<file path="src/rtl/traffic_light_monitor.sv">
// Traffic-light controller checker: decodes 7-segment countdown digits and LED phase
// on each 1 Hz tick and flags segment, countdown and phase-sequence errors.
`timescale 1ns/1ps
module traffic_light_monitor #(
    parameter int unsigned SEG_ACTIVE_LOW = 1,
    parameter int unsigned MAX_COUNT      = 99
) (
    input  logic       CLK_50MHz,
    input  logic       Res,
    input  logic [4:0] LED,
    input  logic [6:0] Seg4,
    input  logic [6:0] Seg3,
    input  logic [6:0] Seg2,
    input  logic [6:0] Seg1,
    input  logic       Counter,
    input  logic       Clr_Err,
    output logic [1:0] Phase,
    output logic [7:0] Count_BCD,
    output logic [7:0] Cross_BCD,
    output logic       Valid,
    output logic       Seg_Err,
    output logic       Cnt_Err,
    output logic       Seq_Err,
    output logic [7:0] Err_Cnt
);

    localparam logic [7:0] MAX_C = 8'(MAX_COUNT);

    typedef enum logic {WAIT_FIRST, TRACK} state_t;

    state_t     state_q, state_d;
    logic       counter_q, armed_q, valid_q, base_ok_q;
    logic [1:0] phase_q, prev_led_q;
    logic [6:0] prev_cnt_q;
    logic [7:0] count_bcd_q, cross_bcd_q, err_cnt_q, err_cnt_d, err_base;
    logic       seg_err_q, cnt_err_q, seq_err_q;
    logic       seg_err_d, cnt_err_d, seq_err_d;
    logic       tick, seg_bad, led_ok, cnt_gt_max, seg_e, cnt_e, seq_e, any_e;
    logic [3:0] d4, d3, d2, d1;
    logic [6:0] cnt_val;
    logic [1:0] led_phase, adv_phase;

    function automatic logic [3:0] seg_decode(input logic [6:0] raw);
        logic [6:0] p;
        p = (SEG_ACTIVE_LOW != 0) ? ~raw : raw;
        case (p)
            7'h3F:   return 4'd0;
            7'h06:   return 4'd1;
            7'h5B:   return 4'd2;
            7'h4F:   return 4'd3;
            7'h66:   return 4'd4;
            7'h6D:   return 4'd5;
            7'h7D:   return 4'd6;
            7'h07:   return 4'd7;
            7'h7F:   return 4'd8;
            7'h6F:   return 4'd9;
            default: return 4'hF;
        endcase
    endfunction

    // armed_q blocks a tick when Counter was already high as reset released
    assign tick = Counter & ~counter_q & armed_q;

    always_comb begin
        d4 = seg_decode(Seg4);
        d3 = seg_decode(Seg3);
        d2 = seg_decode(Seg2);
        d1 = seg_decode(Seg1);
        seg_bad    = (d4 == 4'hF) | (d3 == 4'hF) | (d2 == 4'hF) | (d1 == 4'hF);
        cnt_val    = 7'({3'b000, d2} * 7'd10) + {3'b000, d1};
        cnt_gt_max = ({1'b0, cnt_val} > MAX_C);
        case (LED)
            5'b00100: led_phase = 2'd0;
            5'b01000: led_phase = 2'd1;
            5'b10000: led_phase = 2'd2;
            default:  led_phase = 2'd3;
        endcase
        led_ok    = (led_phase != 2'd3);
        adv_phase = (prev_led_q == 2'd2) ? 2'd0 : prev_led_q + 2'd1;
    end

    always_comb begin
        state_d = state_q;
        seg_e   = seg_bad;
        seq_e   = ~led_ok;
        cnt_e   = 1'b0;
        if (state_q == TRACK) begin
            if (!seg_bad && cnt_gt_max)
                cnt_e = 1'b1;
            // Countdown/transition rules only apply against a clean baseline
            if (base_ok_q && !seg_bad && led_ok) begin
                if (led_phase == prev_led_q) begin
                    if (prev_cnt_q == 7'd0)
                        seq_e = 1'b1;
                    else if (cnt_val != prev_cnt_q - 7'd1)
                        cnt_e = 1'b1;
                end else begin
                    if (prev_cnt_q != 7'd0 || led_phase != adv_phase)
                        seq_e = 1'b1;
                    if (cnt_val == 7'd0 || cnt_gt_max)
                        cnt_e = 1'b1;
                end
            end
        end
        if (tick)
            state_d = TRACK;
        any_e = seg_e | cnt_e | seq_e;

        seg_err_d = (seg_err_q & ~Clr_Err) | (tick & seg_e);
        cnt_err_d = (cnt_err_q & ~Clr_Err) | (tick & cnt_e);
        seq_err_d = (seq_err_q & ~Clr_Err) | (tick & seq_e);
        err_base  = Clr_Err ? '0 : err_cnt_q;
        err_cnt_d = err_base;
        if (tick && any_e && err_base != 8'hFF)
            err_cnt_d = err_base + 8'd1;
    end

    always_ff @(posedge CLK_50MHz) begin
        if (Res) begin
            state_q     <= WAIT_FIRST;
            counter_q   <= 1'b0;
            armed_q     <= ~Counter;
            valid_q     <= 1'b0;
            base_ok_q   <= 1'b0;
            phase_q     <= 2'd3;
            prev_led_q  <= 2'd3;
            prev_cnt_q  <= '0;
            count_bcd_q <= '0;
            cross_bcd_q <= '0;
            seg_err_q   <= 1'b0;
            cnt_err_q   <= 1'b0;
            seq_err_q   <= 1'b0;
            err_cnt_q   <= '0;
        end else begin
            state_q   <= state_d;
            counter_q <= Counter;
            armed_q   <= armed_q | ~Counter;
            valid_q   <= tick;
            seg_err_q <= seg_err_d;
            cnt_err_q <= cnt_err_d;
            seq_err_q <= seq_err_d;
            err_cnt_q <= err_cnt_d;
            if (tick) begin
                phase_q     <= led_phase;
                count_bcd_q <= {d2, d1};
                cross_bcd_q <= {d4, d3};
                prev_led_q  <= led_phase;
                prev_cnt_q  <= cnt_val;
                base_ok_q   <= led_ok & ~seg_bad;
            end
        end
    end

    assign Phase     = phase_q;
    assign Count_BCD = count_bcd_q;
    assign Cross_BCD = cross_bcd_q;
    assign Valid     = valid_q;
    assign Seg_Err   = seg_err_q;
    assign Cnt_Err   = cnt_err_q;
    assign Seq_Err   = seq_err_q;
    assign Err_Cnt   = err_cnt_q;

endmodule

</file>
<file path="config.mk">
export PLATFORM = sky130hd
export DESIGN_NAME = traffic_light_monitor
export DESIGN_NICKNAME = d
export VERILOG_FILES = /design/src/rtl/traffic_light_monitor.sv
export SDC_FILE = /design/constraint.sdc
export NUM_CORES = 1
export LEC_CHECK = 0
export CORE_MARGIN = 2
export CORE_UTILIZATION = 50
export CTS_CLUSTER_SIZE = 30
export DETAILED_ROUTE_END_ITERATION = 7
export MAX_ROUTING_LAYER = met4
export PLACE_DENSITY_LB_ADDON = 0.12
export REMOVE_ABC_BUFFERS = 1
export SLEW_MARGIN = 15
export SYNTH_ARGS = -nofsm -noshare
export SYNTH_HDL_FRONTEND = slang
export SYNTH_SLANG_ARGS = --single-unit
</file>
<file path="constraint.sdc">
create_clock -name CLK_50MHz -period 10.7 [get_ports CLK_50MHz]
set_clock_uncertainty 0.05 [all_clocks]
set_input_delay 2.14 -clock CLK_50MHz [delete_from_list [all_inputs] [get_ports CLK_50MHz]]
set_output_delay 2.14 -clock CLK_50MHz [all_outputs]
set_load 0.03 [all_outputs]
</file>
# [Word level (Yosys, flattened, before mapping)]
# Cells that the tools add are included.
[word_totals] regBits=41 input_bits=37 output_inout_bits=30 elab_cells=131
[op_classes] n_addsub=4 multipliers=1 magnitude_cmp=1 eq_ne=53 muxes=21 bitwise_logic=27 n_reduce_logical=11
[ops] operator="$eq A7 B7 Y1 const B" count=28
[ops] operator="$pmux W4 S10" count=4
[ops] operator="$eq A7 B3 Y1 const B" count=8
[ops] operator="$eq A7 B6 Y1 const B" count=4
[ops] operator="$not A7 Y7" count=4
[ops] operator="$eq A4 B4 Y1 const B" count=4
[ops] operator="$mux W8" count=2
[ops] operator="$logic_not A7 Y1" count=2
[ops] operator="$mux W1" count=13
[ops] operator="$and A1 B1 Y1" count=9
[ops] operator="$or A1 B1 Y1" count=9
[ops] operator="$add A8 B1 Y8 const B" count=1
[ops] operator="$ne A8 B8 Y1 const B" count=1
[ops] operator="$add A7 B4 Y7" count=1
[ops] operator="$gt A7 B7 Y1 const B" count=1
[ops] operator="$ne A7 B7 Y1" count=1
[ops] operator="$reduce_bool A7 Y1" count=1
[ops] operator="$sub A7 B1 Y7 const B" count=1
[ops] operator="$mul A4 B3 Y6 const B" count=1
[ops] operator="$pmux W2 S3" count=1
[ops] operator="$eq A5 B3 Y1 const B" count=1
[ops] operator="$eq A5 B4 Y1 const B" count=1
[ops] operator="$eq A5 B5 Y1 const B" count=1
[ops] operator="$logic_and A1 B1 Y1" count=5
[ops] operator="9 further kinds" count=14

# [Depth between registers and ports, before layout]
# Gate-level depths: netlist of run 1.
[logic_depth] depth_word=20 ltp_mapped=19 mapped_depth_nobuf=18

# [Least setup slack after synthesis of run 1]
# No wires, ideal clock.
[synth_timing] path_type="input-to-reg" startpoint="input port Seg2[6]" endpoint="register err_cnt_q[2] (netlist: Err_Cnt[2])" setup_time_ps=72 arrival_ps=5313 required_ps=10578 path_slack_ps=5266 path_stages=19 path_cell_list="buf_4 and3b_1 o2111ai_1 and2_4 nand2_1 and2_1 inv_1 ha_1 inv_1 fa_1 nor2b_1 o21ai_0 xor2_1 xnor2_1 nand4_1 or3_4 o2111a_1 o21ai_1 mux2i_1"
[synth_between] elab_chain_len=19 word_cells_on_any_way=39 classes_between="add/sub (1); mul (1); order compare (1); eq/ne (12); mux (11); bitwise (5); reduce/logical (8)"
[synth_lines] item="start: declaration" line_no="13" source="input logic [6:0] Seg2,"
[synth_lines] item="$not A7 Y7 (*)" line_no="45" source="p = (SEG_ACTIVE_LOW != 0) ? ~raw : raw;"
[synth_lines] item="$eq A7 B7 Y1, or another cell as far along" line_no="46" source="case (p)"
[synth_lines] item="$pmux W4 S10 (*)" line_no="46"
[synth_lines] item="net d2[0]" line_no="39" source="logic [3:0] d4, d3, d2, d1;"
[synth_lines] item="parallel branches: the longest is 12 deep, another holds $add A7 B4 Y7"
[synth_lines] item="$or A1 B1 Y1 (*)" line_no="107" source="any_e = seg_e | cnt_e | seq_e;"
[synth_lines] item="$logic_and A1 B1 Y1 (*) (2 in series)" line_no="114" source="if (tick && any_e && err_base != 8'hFF)"
[synth_lines] item="$mux W8 (*)" line_no="114"
[synth_lines] item="end signal: assignment" line_no="142" source="err_cnt_q <= err_cnt_d;"
[synth_lines] item="end: declaration" line_no="35" source="logic [7:0] count_bcd_q, cross_bcd_q, err_cnt_q, err_cnt_d, err_base;"
# Mark *: on every way through the listed nets, which the timed path passes.
# A chain may end at the register's enable or synchronous reset.

# [Worst setup path after layout of run 1]
# Ends and elaborated chain as after synthesis.

==> impl_metrics.env, run 1 <==
export IMPL_status="finished, final reports clean"
export IMPL_ctsHoldBuffers=0
export IMPL_hold_viol_final=0
export IMPL_synth_seq_cells=40
export IMPL_leakagePower_nw=1.42
export IMPL_antenna_found_initial=0
export IMPL_design_area_sq_um=3850
export IMPL_grt_pass1_wl_mm=12.1
export IMPL_initial_core_util_pct=51.7
export IMPL_grt_max_degree=35
export IMPL_crit_type="in2reg"
export IMPL_syn_to_final_growth_pct=25.8
export IMPL_port_buffers=66
export IMPL_cts_sinks=40
export IMPL_synth_flop_cell="dfxtp_1"
export IMPL_htree_levels=2
export IMPL_cts_resized=0
export IMPL_crit_family="simple AND/OR/NAND/NOR gates"
export IMPL_die_x_um=82.2
export IMPL_row_count=28
export IMPL_numCtsBuffers=5
export IMPL_min_period_ns=5.99
export IMPL_cp_max_fo=9
export IMPL_cp_end_kind="flip-flop"
export IMPL_fin_nets=487
export IMPL_routed_via_density=5.83
export IMPL_hold_slack_ns=0.408
export IMPL_synth_async_reset_ratio_pct=0
export IMPL_min_path_type="reg2reg"
export IMPL_slew_headroom_pct=25.0
export IMPL_power_w=0.000420
export IMPL_fmax_mhz=167
export IMPL_fin_util_pct=65.0
export IMPL_timing_final_crit_share_pct=56.0
export IMPL_ys_seq_area_share_pct=26.2
export IMPL_crit_buf_inv=3
export IMPL_path_cells="clkdlybuf4s50_1, and3b_1, o2111ai_1, and2_4, nand2_1, and2_1, inv_1, ha_1, inv_1, fa_1, nor2b_1, o21ai_0, xor2_1, xnor2_1, nand4_1, or3_4, o2111a_1, o21ai_1, mux2i_1"
export IMPL_grt_overflow_total=0
export IMPL_die_h_um=82.2
export IMPL_setup_viol=0
export IMPL_clk_pin_slew_ns=0.09
export IMPL_routed_wl_met3_um=424
export IMPL_drtAntennaViolNets=0
export IMPL_syn_area_sq_um=3060
export IMPL_critPathRequiredTime_ns=10.89
export IMPL_avgRoutedWirePerCell_um=14.5
export IMPL_synthCells=386
export IMPL_grt_usage_pct=23.2
export IMPL_clock_latency_ns=0.30
export IMPL_drc_errors=0
export IMPL_die_area_sq_um=6760
export IMPL_hpwlAfterDp_mm=5.54
export IMPL_synth_cell_types=67
export IMPL_rsz0062_at_grt="false"
export IMPL_tightest_slew_ns=1.13
export IMPL_ioPinCount=67
export IMPL_top_layer="met4"
export IMPL_placed_area_sq_um=3730
export IMPL_synth_edf_count=0
export IMPL_setup_tns_ns=0
export IMPL_cts_tree="yes"
export IMPL_arrival_ns=6.18
export IMPL_drv_slew=0
export IMPL_drive_above_1_share_pct=6.55
export IMPL_coreArea_sq_um=5920
export IMPL_worst_setup_path_start_kind="input pin"
export IMPL_wl_met2_mm=3.46
export IMPL_cp_common_cell="inv_1"
export IMPL_synth_warnings=0
export IMPL_root_buffer="clkbuf_8"
export IMPL_crit_slowest_cell="clkdlybuf4s50_1"
export IMPL_cts_setup_buffers=0
export IMPL_first_pass_iters=5
export IMPL_crit_path_max_incr_delay_ns=0.61
export IMPL_vias=3019
export IMPL_drtIter0Drc=179
export IMPL_grt_pass1_vias=2676
export IMPL_syn_avg_cell_area_sq_um=7.93
export IMPL_max_cap_violations=0
export IMPL_power_density_nw_per_um2=109
export IMPL_clock_path_buffers=2
export IMPL_peakVddDrop_v=0.0000675
export IMPL_wl_met1_mm=3.55
export IMPL_routed_wl_mm=7.49
export IMPL_antenna_cells=0
export IMPL_gp_congestion=0.906
## final cells by class
cell class                      count  area, sq um
Clock buffer                        5         68.8
Clock inverter                      3         46.3
Fill cell                         551         2070
Inverter                           16         60.1
Multi-Input combinational cell    312         2110
Sequential cell                    40          801
Tap cell                           75         93.8
Timing Repair Buffer               67          668
## cells in the mapped netlist, types with 2 or more instances
cell type | instances | area share [%]
a31oi_1 | 8 | 1.6
xnor2_1 | 11 | 3.1
nor2b_1 | 9 | 1.8
o31a_1 | 2 | 0.57
o211ai_1 | 6 | 1.5
inv_1 | 16 | 2.0
nor4b_1 | 3 | 0.86
xor2_1 | 8 | 2.3
nor4bb_1 | 2 | 0.65
nor3_1 | 14 | 2.3
xor2_2 | 2 | 1.1
nor4b_2 | 2 | 0.98
nand3b_1 | 2 | 0.49
o21ai_1 | 4 | 0.65
nand4_1 | 6 | 1.2
buf_4 | 2 | 0.49
a211oi_1 | 8 | 2.0
nand3_1 | 17 | 2.8
o2bb2ai_1 | 2 | 0.57
o21ai_0 | 19 | 3.1
o221ai_1 | 2 | 0.57
buf_2 | 5 | 0.82
nor4_1 | 2 | 0.41
and3_1 | 8 | 1.6
ha_1 | 7 | 2.9
mux2i_1 | 9 | 2.9
nor3b_1 | 5 | 1.2
o2111ai_1 | 2 | 0.57
or3_1 | 7 | 1.4
a41oi_1 | 2 | 0.57
nand2b_1 | 5 | 1.0
nor2_1 | 35 | 4.3
clkbuf_1 | 10 | 1.2
dfxtp_1 | 40 | 26
and3b_1 | 4 | 1.1
a21oi_1 | 28 | 4.6
a32oi_1 | 2 | 0.57
nand2_1 | 32 | 3.9
a21o_1 | 6 | 1.5
and2_1 | 5 | 1.0
## tightest hold or removal path: stages (launching register included)
cell and delay [ns]:
dfxtp_1 0.31, nand2_1 0.05, a21oi_1 0.05
## stage by stage
step | cells | setup WS [ns]
2_1_floorplan | 368 | 5.42
3_3_place_gp | 510 | 4.53
3_5_place_dp | 510 | 4.39
4_1_cts | 518 | 4.71
5_1_grt | 518 | 4.32
6_report | 518 | 4.71
## registers in the layout, indices dropped and copies added (netlist names)
register / cells
Cnt_Err: 1
Count_BCD: 7
Cross_BCD: 8
Err_Cnt: 8
Seg_Err: 1
Seq_Err: 1
Valid: 1
armed_q: 1
base_ok_q: 1
counter_q: 1
prev_cnt_q: 7
prev_led_q: 2
state_q: 1
## cells by family (layout without fill, tap and decap cells)
| logic type | count (synthesis) | count (layout) | synth area share [%] |
|---|---|---|---|
| buffers and inverters | 34 | 91 | 4.87 |
| AO/OA/AOI/OAI | 102 | 102 | 23.3 |
| flip-flops | 40 | 40 | 26.2 |
| multiplexers | 11 | 11 | 3.76 |
| AND/OR/NAND/NOR | 170 | 170 | 31.9 |
| XOR/XNOR | 21 | 21 | 6.50 |
| adder cells (fa/ha/maj) | 8 | 8 | 3.52 |
## placed cells by master (no fill, tap or decap), types with 2 or more instances in the layout
master and count:
a211oi_1 8, a21o_1 6, a21oi_1 28, a31oi_1 8, a32oi_1 2, a41oi_1 2, and2_1 5, and3_1 8
and3b_1 4, clkbuf_8 5, clkdlybuf4s50_1 66, dfxtp_1 40, ha_1 7, inv_1 16, mux2i_1 9, nand2_1 32
nand2b_1 5, nand3_1 17, nand3b_1 2, nand4_1 6, nor2_1 35, nor2b_1 9, nor3_1 14, nor3b_1 5
nor4_1 2, nor4b_1 3, nor4b_2 2, nor4bb_1 2, o2111ai_1 2, o211ai_1 6, o21ai_0 19, o21ai_1 4
o221ai_1 2, o2bb2ai_1 2, o31a_1 2, or3_1 7, xnor2_1 11, xor2_1 8, xor2_2 2
## power by group
part / switching (W) / total (W) / internal [W]
clock: 0.0000595 / 0.000130 / 0.0000703
combinational: 0.0000697 / 0.000125 / 0.0000555
sequential: 0.00000689 / 0.000165 / 0.000158
total: 0.000136 / 0.000420 / 0.000284
## layer usage
metal | vias to the layer above | GRT usage [%]
met5 | - | -
met4 | 0 | 6.50
met3 | 5 | 3.04
met2 | 105 | 36.7
met1 | 1378 | 31.1
li1 | 1531 | -
## worst paths after layout
kind                                   from                        end  slack [ns]  cells after the start
setup reg to reg       counter_q$_SDFF_PP0_      Err_Cnt[6]$_SDFF_PP0_        8.15                      8
hold reg to reg   Count_BCD[6]$_SDFFE_PP0P_  Count_BCD[6]$_SDFFE_PP0P_        0.41                      2
hold / removal    Count_BCD[6]$_SDFFE_PP0P_  Count_BCD[6]$_SDFFE_PP0P_        0.41                      2
setup / recovery                    Seg2[6]      Err_Cnt[2]$_SDFF_PP0_        4.71                     19
(Power assumes the default switching activity.)
==> inputs of run 2 (changes only) <==
--- a/config.mk
+++ b/config.mk
@@ -6,7 +6,7 @@
 export NUM_CORES = 1
 export LEC_CHECK = 0
 export CORE_MARGIN = 2
-export CORE_UTILIZATION = 50
+export CORE_UTILIZATION = 47
 export CTS_CLUSTER_SIZE = 30
 export DETAILED_ROUTE_END_ITERATION = 7
 export MAX_ROUTING_LAYER = met4
==> constraint.sdc (replaced) <==
create_clock -name CLK_50MHz -period 5.09 [get_ports CLK_50MHz]
set_clock_uncertainty 0.05 [all_clocks]
set_input_delay 1.018 -clock CLK_50MHz [delete_from_list [all_inputs] [get_ports CLK_50MHz]]
set_output_delay 1.018 -clock CLK_50MHz [all_outputs]
set_load 0.03 [all_outputs]
==> impl_metrics.env, run 2 (synthesized netlist as in run 1, its figures left out) <==
export IMPL_power_density_nw_per_um2=226
export IMPL_grt_pass1_vias=2666
export IMPL_fmax_mhz=210
export IMPL_routed_via_density=5.76
export IMPL_critPathRequiredTime_ns=5.27
export IMPL_arrival_ns=4.95
export IMPL_clock_latency_ns=0.30
export IMPL_hold_slack_ns=0.406
export IMPL_root_buffer="clkbuf_8"
export IMPL_crit_family="simple AND/OR/NAND/NOR gates"
export IMPL_clk_pin_slew_ns=0.09
export IMPL_grt_overflow_total=0
export IMPL_routed_wl_mm=7.44
export IMPL_port_buffers=66
export IMPL_row_count=29
export IMPL_crit_path_max_incr_delay_ns=0.65
export IMPL_antenna_cells=0
export IMPL_fin_util_pct=62.1
export IMPL_gp_congestion=0.944
export IMPL_min_period_ns=4.77
export IMPL_drtAntennaViolNets=0
export IMPL_hold_viol_final=0
export IMPL_path_cells="clkdlybuf4s50_1, mux2i_1, nand3_1, and3_4, nand2_1, and2_1, inv_1, ha_1, inv_1, fa_1, nor2b_1, o21ai_0, xor2_1, xnor2_1, nand4_1, or3_4, o2111a_1, o21ai_1, mux2i_1"
export IMPL_avgRoutedWirePerCell_um=14.1
export IMPL_numCtsBuffers=5
export IMPL_ioPinCount=67
export IMPL_slew_headroom_pct=50.8
export IMPL_cts_tree="yes"
export IMPL_crit_slowest_cell="clkdlybuf4s50_1"
export IMPL_htree_levels=2
export IMPL_first_pass_iters=4
export IMPL_min_path_type="reg2reg"
export IMPL_tightest_slew_ns=0.727
export IMPL_initial_core_util_pct=48.5
export IMPL_grt_usage_pct=20.8
export IMPL_fin_nets=494
export IMPL_timing_final_crit_share_pct=93.6
export IMPL_drive_above_1_share_pct=8.22
export IMPL_worst_setup_path_start_kind="input pin"
export IMPL_die_area_sq_um=7170
export IMPL_hpwlAfterDp_mm=5.55
export IMPL_vias=3035
export IMPL_crit_buf_inv=3
export IMPL_final_common_cell="clkdlybuf4s50_1"
export IMPL_antenna_found_initial=0
export IMPL_syn_to_final_growth_pct=28.1
export IMPL_crit_type="in2reg"
export IMPL_cts_sinks=40
export IMPL_leakagePower_nw=1.49
export IMPL_coreArea_sq_um=6310
export IMPL_drc_errors=0
export IMPL_power_w=0.000888
export IMPL_setup_viol=0
export IMPL_drtIter0Drc=110
export IMPL_drv_slew=0
export IMPL_layout_common_cells="62 x clkdlybuf4s50_1, 40 x dfxtp_1, 35 x nor2_1, 32 x nand2_1, 28 x a21oi_1"
export IMPL_cp_end_kind="flip-flop"
export IMPL_max_cap_violations=0
export IMPL_die_h_um=84.7
export IMPL_grt_max_degree=35
export IMPL_cp_max_fo=6
export IMPL_status="finished, final reports clean"
export IMPL_peakVddDrop_v=0.000122
export IMPL_clock_path_buffers=2
export IMPL_die_x_um=84.7
export IMPL_setup_tns_ns=0
export IMPL_grt_pass1_wl_mm=12.2
[run 2: layout make-up]
cell class              count  area, sq um
fillers                   607         2390
multi-input cells         312         2120
flip-flops and latches     40          801
repair buffers             74          731
well taps                  77         96.3
clock buffers               5         68.8
inverters                  16         60.1
clock inverters             3         46.3
[run 2: per-stage QoR]
stage	cell area [sq um]	std cells	worst slack, ns
final	3920	527	0.324
after global routing	3920	527	-0.00454
after CTS	3890	526	0.172
after detailed placement	3780	518	-0.0993
after global placement	3780	518	0.0512
after floorplan	2970	368	0.933
[run 2: routing by layer]
metal	vias up	share of wire [%]	GRT usage [%]
li1	1541	-	-
met1	1413	48	27.9
met2	73	46	32.1
met3	8	4.5	3.64
met4	0	1.4	6.35
met5	-	0	-
[run 2: worst min-delay path, stage by stage, from the launching register on]
cell     delay, ns
dfxtp_1       0.31
nand2_1       0.05
a21oi_1       0.05
[run 2: timing repair]
| item | CTS | global route |
|---|---|---|
| endpoints found under the hold margin | 0 | 0 |
| hold buffers | 0 | 0 |
| setup endpoints to repair | 0 | 9 |
| setup buffers | 0 | 1 |
| gates resized for setup | 0 | 6 |
[run 2: path summary, 6_finish.rpt]
check	startpoint	end	slack, ns	depth (start not counted)
worst min register to register	Count_BCD[6]$_SDFFE_PP0P_	Count_BCD[6]$_SDFFE_PP0P_	0.41	2
worst max-delay path	Seg2[4]	Err_Cnt[2]$_SDFF_PP0_	0.32	19
worst max register to register	counter_q$_SDFF_PP0_	Err_Cnt[6]$_SDFF_PP0_	2.55	8
worst min-delay path	Count_BCD[6]$_SDFFE_PP0P_	Count_BCD[6]$_SDFFE_PP0P_	0.41	2
[run 2: where the power goes]
part / internal (W) / switching [W]
registers: 0.000332 / 0.0000143
logic: 0.000123 / 0.000148
clock network: 0.000148 / 0.000122
total: 0.000603 / 0.000285
